===== src/rtl/alu_issue_pkg.sv =====
// alu_issue_pkg
//   Shared definitions for the SIMD-lane ALU issue controller:
//   opcode values, instruction field positions, the 2-bit FSM state
//   encoding and the ALU enable group.
//   Instruction word layout:
//     [15:12] op, [11:9] rd, [8:6] rs1, [5:3] rs2, [8:0] imm (LDI only)
package alu_issue_pkg;

    localparam logic [3:0] OP_ADD    = 4'h1;
    localparam logic [3:0] OP_SUB    = 4'h2;
    localparam logic [3:0] OP_BITREV = 4'h3;
    localparam logic [3:0] OP_MUL    = 4'h4;
    localparam logic [3:0] OP_LDI    = 4'h5;

    localparam int INSTR_W = 16;
    localparam int OP_LSB  = 12;
    localparam int RD_LSB  = 9;
    localparam int RS1_LSB = 6;
    localparam int RS2_LSB = 3;
    localparam int IMM_W   = 9;

    typedef enum logic [1:0] {
        ST_IDLE   = 2'd0,
        ST_DECODE = 2'd1,
        ST_EXEC   = 2'd2,
        ST_WB     = 2'd3
    } state_t;

    // ALU enable group; at most one member is ever set
    typedef struct packed {
        logic mul;
        logic bitrev;
        logic sub;
        logic add;
    } alu_en_t;

endpackage


===== src/rtl/alu_issue_regfile.sv =====
// alu_issue_regfile
//   NREGS x DATA_W register file for the ALU issue controller.
//   Ports:
//     clk, rst             clock, asynchronous active-low clear
//     rd1_addr/rd1_data    combinational read port (rs1)
//     rd2_addr/rd2_data    combinational read port (rs2)
//     dbg_addr/dbg_data    combinational debug read port
//     we/waddr/wdata       synchronous write port
module alu_issue_regfile #(
    parameter int DATA_W = 16,
    parameter int NREGS  = 8,
    parameter int REG_AW = 3
) (
    input  logic              clk,
    input  logic              rst,
    input  logic [REG_AW-1:0] rd1_addr,
    output logic [DATA_W-1:0] rd1_data,
    input  logic [REG_AW-1:0] rd2_addr,
    output logic [DATA_W-1:0] rd2_data,
    input  logic [REG_AW-1:0] dbg_addr,
    output logic [DATA_W-1:0] dbg_data,
    input  logic              we,
    input  logic [REG_AW-1:0] waddr,
    input  logic [DATA_W-1:0] wdata
);

    logic [NREGS-1:0][DATA_W-1:0] mem;

    always_ff @(posedge clk or negedge rst) begin
        if (!rst)    mem        <= '0;
        else if (we) mem[waddr] <= wdata;
    end

    assign rd1_data = mem[rd1_addr];
    assign rd2_data = mem[rd2_addr];
    assign dbg_data = mem[dbg_addr];

endmodule


===== src/rtl/alu_issue_ctrl.sv =====
// alu_issue_ctrl
//   Instruction-side initiator for the 16-bit SIMD lane ALU. Accepts one
//   instruction word per handshake, reads operands from the register file,
//   drives one ALU enable for a single cycle, captures the combinational
//   ALU result and writes it back. Non-pipelined: IDLE-DECODE-EXEC-WB
//   for ALU ops, IDLE-DECODE-WB for LDI.
//   Ports:
//     clk, rst                     clock, asynchronous active-low reset
//     instr_valid/ready/data       instruction handshake (ready only in IDLE)
//     Radd_en/Rsub_en/bitrev_en/mul_en  registered one-hot ALU enables
//     rs1_data, rs2_data           registered ALU operands (0 outside EXEC)
//     aluresult_in                 combinational ALU result
//     wb_valid/wb_addr/wb_data     write-back pulse and its address/value
//     illegal_op                   pulse for a dropped undefined opcode
//     dbg_addr/dbg_data            combinational register file peek
//   Optional: define ALU_ISSUE_FLAGS_EN to add zero_flag/neg_flag, updated
//   on ALU-op write-back from the written value.
module alu_issue_ctrl
    import alu_issue_pkg::*;
#(
    parameter int DATA_W = 16,
    parameter int NREGS  = 8,
    parameter int REG_AW = 3
) (
    input  logic               clk,
    input  logic               rst,
    input  logic               instr_valid,
    output logic               instr_ready,
    input  logic [INSTR_W-1:0] instr_data,
    output logic               Radd_en,
    output logic               Rsub_en,
    output logic               bitrev_en,
    output logic               mul_en,
    output logic [DATA_W-1:0]  rs1_data,
    output logic [DATA_W-1:0]  rs2_data,
    input  logic [DATA_W-1:0]  aluresult_in,
    output logic               wb_valid,
    output logic [REG_AW-1:0]  wb_addr,
    output logic [DATA_W-1:0]  wb_data,
    output logic               illegal_op,
    input  logic [REG_AW-1:0]  dbg_addr,
    output logic [DATA_W-1:0]  dbg_data
`ifdef ALU_ISSUE_FLAGS_EN
   ,output logic               zero_flag,
    output logic               neg_flag
`endif
);

    state_t               state_q, state_d;
    logic [INSTR_W-1:0]   instr_q, instr_d;
    alu_en_t              en_q, en_d;
    logic [DATA_W-1:0]    rs1_d, rs2_d, res_q, res_d, wb_data_d;
    logic [DATA_W-1:0]    rd1_data, rd2_data;
    logic                 wb_valid_d, illegal_d, we;
    logic [REG_AW-1:0]    wb_addr_d;

    logic [3:0]           op;
    logic [REG_AW-1:0]    rd, rs1, rs2;

    assign op  = instr_q[OP_LSB  +: 4];
    assign rd  = instr_q[RD_LSB  +: REG_AW];
    assign rs1 = instr_q[RS1_LSB +: REG_AW];
    assign rs2 = instr_q[RS2_LSB +: REG_AW];

    alu_issue_regfile #(
        .DATA_W (DATA_W),
        .NREGS  (NREGS),
        .REG_AW (REG_AW)
    ) u_rf (
        .clk      (clk),
        .rst      (rst),
        .rd1_addr (rs1),
        .rd1_data (rd1_data),
        .rd2_addr (rs2),
        .rd2_data (rd2_data),
        .dbg_addr (dbg_addr),
        .dbg_data (dbg_data),
        .we       (we),
        .waddr    (rd),
        .wdata    (res_q)
    );

    always_ff @(posedge clk or negedge rst) begin
        if (!rst) begin
            state_q    <= ST_IDLE;
            instr_q    <= '0;
            en_q       <= '0;
            rs1_data   <= '0;
            rs2_data   <= '0;
            res_q      <= '0;
            wb_valid   <= 1'b0;
            wb_addr    <= '0;
            wb_data    <= '0;
            illegal_op <= 1'b0;
        end else begin
            state_q    <= state_d;
            instr_q    <= instr_d;
            en_q       <= en_d;
            rs1_data   <= rs1_d;
            rs2_data   <= rs2_d;
            res_q      <= res_d;
            wb_valid   <= wb_valid_d;
            wb_addr    <= wb_addr_d;
            wb_data    <= wb_data_d;
            illegal_op <= illegal_d;
        end
    end

    // Operands are read here in DECODE, so rd==rs1/rs2 sees the old value.
    // wb_valid is registered off the WB-state write, so it appears together
    // with the new contents on the debug port.
    always_comb begin
        state_d    = state_q;
        instr_d    = instr_q;
        en_d       = '0;
        rs1_d      = '0;
        rs2_d      = '0;
        res_d      = res_q;
        wb_valid_d = 1'b0;
        wb_addr_d  = wb_addr;
        wb_data_d  = wb_data;
        illegal_d  = 1'b0;
        we         = 1'b0;
        case (state_q)
            ST_IDLE: begin
                if (instr_valid) begin
                    instr_d = instr_data;
                    state_d = ST_DECODE;
                end
            end
            ST_DECODE: begin
                case (op)
                    OP_ADD, OP_SUB, OP_MUL: begin
                        en_d.add = (op == OP_ADD);
                        en_d.sub = (op == OP_SUB);
                        en_d.mul = (op == OP_MUL);
                        rs1_d    = rd1_data;
                        rs2_d    = rd2_data;
                        state_d  = ST_EXEC;
                    end
                    OP_BITREV: begin
                        en_d.bitrev = 1'b1;
                        rs1_d       = rd1_data;
                        state_d     = ST_EXEC;
                    end
                    OP_LDI: begin
                        res_d   = {{(DATA_W-IMM_W){1'b0}}, instr_q[IMM_W-1:0]};
                        state_d = ST_WB;
                    end
                    default: begin
                        illegal_d = 1'b1;
                        state_d   = ST_IDLE;
                    end
                endcase
            end
            ST_EXEC: begin
                res_d   = aluresult_in;
                state_d = ST_WB;
            end
            ST_WB: begin
                we         = 1'b1;
                wb_valid_d = 1'b1;
                wb_addr_d  = rd;
                wb_data_d  = res_q;
                state_d    = ST_IDLE;
            end
            default: state_d = ST_IDLE;
        endcase
    end

    assign instr_ready = (state_q == ST_IDLE);
    assign Radd_en     = en_q.add;
    assign Rsub_en     = en_q.sub;
    assign bitrev_en   = en_q.bitrev;
    assign mul_en      = en_q.mul;

`ifdef ALU_ISSUE_FLAGS_EN
    // Only legal opcodes reach WB, so anything but LDI there is an ALU op
    always_ff @(posedge clk or negedge rst) begin
        if (!rst) begin
            zero_flag <= 1'b0;
            neg_flag  <= 1'b0;
        end else if (state_q == ST_WB && op != OP_LDI) begin
            zero_flag <= (res_q == '0);
            neg_flag  <= res_q[DATA_W-1];
        end
    end
`endif

endmodule


===== config.mk =====
export PLATFORM = sky130hd
export DESIGN_NAME = alu_issue_ctrl
export DESIGN_NICKNAME = d
export VERILOG_FILES = /design/src/rtl/alu_issue_pkg.sv /design/src/rtl/alu_issue_regfile.sv /design/src/rtl/alu_issue_ctrl.sv
export SDC_FILE = /design/constraint.sdc
export NUM_CORES = 1
export LEC_CHECK = 0
export ABC_AREA = 1
export ABC_CLOCK_PERIOD_IN_PS = 2300
export CAP_MARGIN = 40
export CORE_MARGIN = 1.5
export CORE_UTILIZATION = 54
export CTS_CLUSTER_DIAMETER = 60
export CTS_CLUSTER_SIZE = 24
export DETAILED_ROUTE_END_ITERATION = 6
export PLACE_DENSITY = 0.76
export SLEW_MARGIN = 20
export SYNTH_ARGS = -nofsm -noshare
export SYNTH_HDL_FRONTEND = slang
export SYNTH_SLANG_ARGS = --single-unit

===== constraint.sdc =====
create_clock -name clk -period 2.3 [get_ports clk]
set_input_delay 0.69 -clock clk [delete_from_list [all_inputs] [get_ports clk]]
set_output_delay 0.69 -clock clk [all_outputs]
set_load 0.01 [all_outputs]

# After elaboration in Yosys (flattened, before gate mapping)
# Cells that the tools add are included.
[word_totals]
regBits = 219
input_bits = 38
word_cells = 69
[classes]
magnitude_cmp = 5
n_eq_ne = 10
n_mux = 25
n_reduce_logical = 8
[op_table]
columns = ["op", "n"]
rows = [
  ["binary-select mux 16 bit (select 3 bit)", 3],
  ["two-way mux 16 bit", 9],
  ["bitwise mux 128 bit", 1],
  ["demux 16 bit (select 3 bit)", 1],
  ["case mux 16 bit (2 select lines)", 1],
  ["less-than comparator 3 x 4 -> 1 bit, second input constant", 4],
  ["== test 4 x 2 -> 1 bit, second input constant", 2],
  ["== test 4 x 3 -> 1 bit, second input constant", 2],
  ["case mux 2 bit (4 select lines)", 1],
  ["two-way mux 1 bit", 5],
  ["OR reduction 5 bit", 1],
  ["== test 2 bit, second input constant", 2],
  ["== test 4 x 1 -> 1 bit, second input constant", 1],
  ["two-way mux 2 bit", 2],
  ["two-way mux 4 bit", 1],
  ["case mux 2 bit (2 select lines)", 1],
  ["AND reduction 2 bit", 2],
  ["OR reduction 4 bit", 1],
  ["greater-or-equal comparator 3 x 1 -> 1 bit, second input constant", 1],
  ["OR reduction 3 bit", 1],
  ["== test 2 x 1 -> 1 bit, second input constant", 1],
  ["zero test 2 bit", 1],
  ["inequality test 2 x 1 -> 1 bit, second input constant", 1],
  ["inequality test 2 bit, second input constant", 1],
  ["other kinds (2)", 2],
]

# Depth between registers and ports, before layout
[depth]
word_depth = 5
mapped_depth = 8
depth_no_buf = 7

# Cells and area by module
# A second synthesis with hierarchy kept.
[unflattened]
hier_cells = 1877
area_unflattened_um2 = 12310.6
[by_module_without_submodules]
columns = ["module", "instances", "cells_per_inst", "area_each_um2", "seq_area_each_um2"]
rows = [
  ["alu_issue_regfile", 1, 1463, 8707.1, 3203.1],
  ["alu_issue_ctrl", 1, 414, 3603.5, 2277.2],
]

# Least setup slack after synthesis
# OpenSTA, ideal clock, no wires.
[synth_path]
kind = "input-to-output"
startpoint = "in dbg_addr[0]"
endpoint = "out dbg_data[13]"
arrival_time_ns = 1.540
slack_ns = 0.070
cell_stages = 7
path_buffers = 3
path_cell_list = "buf_2 -> buf_2 -> buf_2 -> o21ai_0 -> o21ai_0 -> nand2_1 -> nand2_1"
[synth_via]
elab_chain_cells = 2
[synth_rtl]
columns = ["element", "line", "rtl"]
rows = [
  ["start, declared", "alu_issue_ctrl.sv:41", "input logic [REG_AW-1:0] dbg_addr,"],
  ["binary-select mux 16 bit (select 3 bit)", "alu_issue_regfile.sv:36", "assign dbg_data = mem[dbg_addr];"],
  ["two-way mux 16 bit (not written as such)", "alu_issue_regfile.sv:36", ""],
  ["end, declared", "alu_issue_ctrl.sv:42", "output logic [DATA_W-1:0] dbg_data"],
]
# Every way passes these cells. The select of a mux whose other input is x is not followed.

# Final worst setup path
# Same ends and word-level chain as after synthesis.

==> metrics.txt <==
Slew Viols, Final=0; worst hold margin=0.0870 ns; CTS Buf Count=19; # port buffers=111; CP Launch Type=primary input; internal power=10.0 mW; HPWL after DPL=25700 um; endpoints failing setup=0; FMAX=0.436 GHz; DRC violation count after routing=0; Cells after Synth=1652; outcome=completed; GP Congestion=0.924; total power=18.6 mW; Tightest Pin Transition=0.648 ns; pwr dens=1300 nW/um^2; die area=22400 um^2; layout cells sized above 1=9.99%; sw power=8.58 mW; sw frac=46.1%; Comb power frac=47.1%; Slew HR=56.8%; Final Critical Period=2.29 ns; Root Buffer=clkbuf_16; hold crit path type=in -> async; P&R area growth vs syn=23.4%; Clock Path Buffers=3; Leak=7.11 nW; Critical Path Fanout Max=8; Final Hold Fails=0; Post-Syn Area=11600 um^2; Pre-antenna DRT Iters=6; die width=150 um; Yosys cell types=21; GRT overflow=0; drt initial violations=1421; core area=21000 um^2; vias in the first global route=10700; yosys warns=0; fin worst setup slack=0.00824 ns; max_cap viols=0; Req. time, crit path=1.61 ns; Filler Cells Inserted=1804; DR vias=11800; share of total power in the clock network=19.4%; Fin Clk Skew=0.0187 ns; I/O pins=112; CTS tree=done; largest net degree at the start of global routing=78; antenna-violating nets left=0; Post-Syn Nets=1690; hold buffers post-CTS=0; Starting Density=55.2%; CTS clk-pin slew, worst paths=0.09 ns; GRT Resource Usage Total=35.6%; RSZ-0062 raised after global routing=true; ANT cells=0; first-pass GRT wire length=60900 um; initial antenna violation count=1; WP data arrival=1.60 ns; average size of a mapped cell=7.02 um^2; Seq pwr share=33.5%; htree depth=1; Routed wire per std cell=19.3 um; Die Y=150 um; Clock Latency Late Sink=0.52 ns; clk sinks=219; pre-CTS WS=-0.596 ns; VDD IR-drop max=0.788 mV; row count=53; fin crit share=99.6%; CP endpoint kind=primary output; fin nets=1787; kind of critical path=in -> out; Seq cells post-synth=219; Post-Route WL=39300 um; number of vias per cell=5.77; post-synthesis sequential area ratio=47.3%
[critical path: stages]
cell	delay, ns
buf_16	0.13
buf_12	0.14
buf_8	0.12
o211ai_1	0.16
nand2_1	0.07
nand2_1	0.07
nand2_2	0.07
buf_6	0.12
[final timing paths]
kind	startpoint	cells after the start	slack, ns	to
max	dbg_addr[0]	8	0.008	dbg_data[13]
min	rst	1	0.09	wb_data[2]
max reg2reg	instr_q[3]	5	0.40	rs2_data[4]
min reg2reg	u_rf.mem[113]	2	0.49	u_rf.mem[113]
max in group asynchronous	rst	2	1.51	rs1_data[2]
min in group clk	u_rf.mem[113]	2	0.49	u_rf.mem[113]
[flip-flops by register name, summed over array words and instances, names as in the netlist, 3 cells and up, named ones only]
register,count
wb_data,16
instr_q,16
u_rf.mem,128
res_q,16
rs2_data,16
rs1_data,16
wb_addr,3
[cell usage after synthesis]
master / instances / area share (%)
a21oi_1: 60 / 2.6
a21oi_2: 1 / 0.076
buf_1: 9 / 0.29
buf_2: 28 / 1.2
buf_4: 1 / 0.065
clkbuf_1: 71 / 2.3
clkinv_1: 2 / 0.065
dfrtp_1: 219 / 47
inv_1: 147 / 4.8
inv_2: 2 / 0.065
mux2_2: 3 / 0.29
nand2_1: 582 / 19
nand2_2: 2 / 0.11
nand3_1: 153 / 6.6
nand4_1: 1 / 0.054
nand4_2: 1 / 0.11
nor2_1: 121 / 3.9
nor2_2: 1 / 0.054
nor3_1: 4 / 0.17
o211ai_1: 29 / 1.9
o21ai_0: 215 / 9.3
[power groups by stage]
stage / sequential [mW] / combinational, mW / clock, mW
after floorplan: 5.93 / 5.37 / 0
after global placement: 6.19 / 8.25 / 0
after detailed placement: 6.22 / 8.38 / 0
after CTS: 6.16 / 8.45 / 3.67
after global routing: 6.37 / 9.70 / 3.81
final: 6.23 / 8.77 / 3.62
[logic make-up after synthesis]
kind of cell | share of synthesized area (%)
AND/OR/NAND/NOR | 29.9
AO/OA/AOI/OAI | 13.8
buffers and inverters | 8.75
flip-flops | 47.3
multiplexers | 0.291
[per-stage QoR]
step | util (%) | instances | TNS, ns | instance area [um^2]
floorplan | - | 1652 | 0 | 11600
global placement | 62.9 | 1989 | -8.32 | 13200
detailed placement | 62.9 | 1989 | -8.51 | 13200
CTS | 66.9 | 2029 | -0.0212 | 14100
global route | 68.1 | 2037 | -0.178 | 14300
finish | 68.1 | 2037 | 0 | 14300
[repair_timing]
action | in CTS | in global routing
cloned | 5 | 4
setup endpoints to repair | 17 | 16
setup buffers | 1 | 5
endpoints found under the hold margin | 0 | 0
pin swaps | 14 | 25
resized for setup | 102 | 58
[area by class of cell]
class	instances	area (um^2)	share of cell area, %
Inverter	151	571	3.99
Sequential cell	219	5480	38.3
Multi-Input combinational cell	1173	5170	36.2
Clock inverter	14	225	1.57
Tap cell	275	344	2.40
Clock buffer	20	489	3.42
Timing Repair Buffer	185	2030	14.2
[layout by cell type, fill, tap and decap left out, drive strengths merged, types with 29 or more instances in the layout]
cell type,instances
a21oi,61
buf,88
clkdlybuf4s50,90
dfrtp,219
inv,156
nand2,584
nand3,153
nor2,122
o211ai,29
o21ai,215
[layer usage]
layer / GRT usage [%] / share of wire [%] / up-vias
li1: - / - / 5441
met1: 49.7 / 40 / 5470
met2: 54.9 / 45 / 720
met3: 6.80 / 11 / 124
met4: 13.7 / 4.4 / 2
met5: 0 / 0.033 / -
Note: power is estimated with default switching activity, not from simulation.
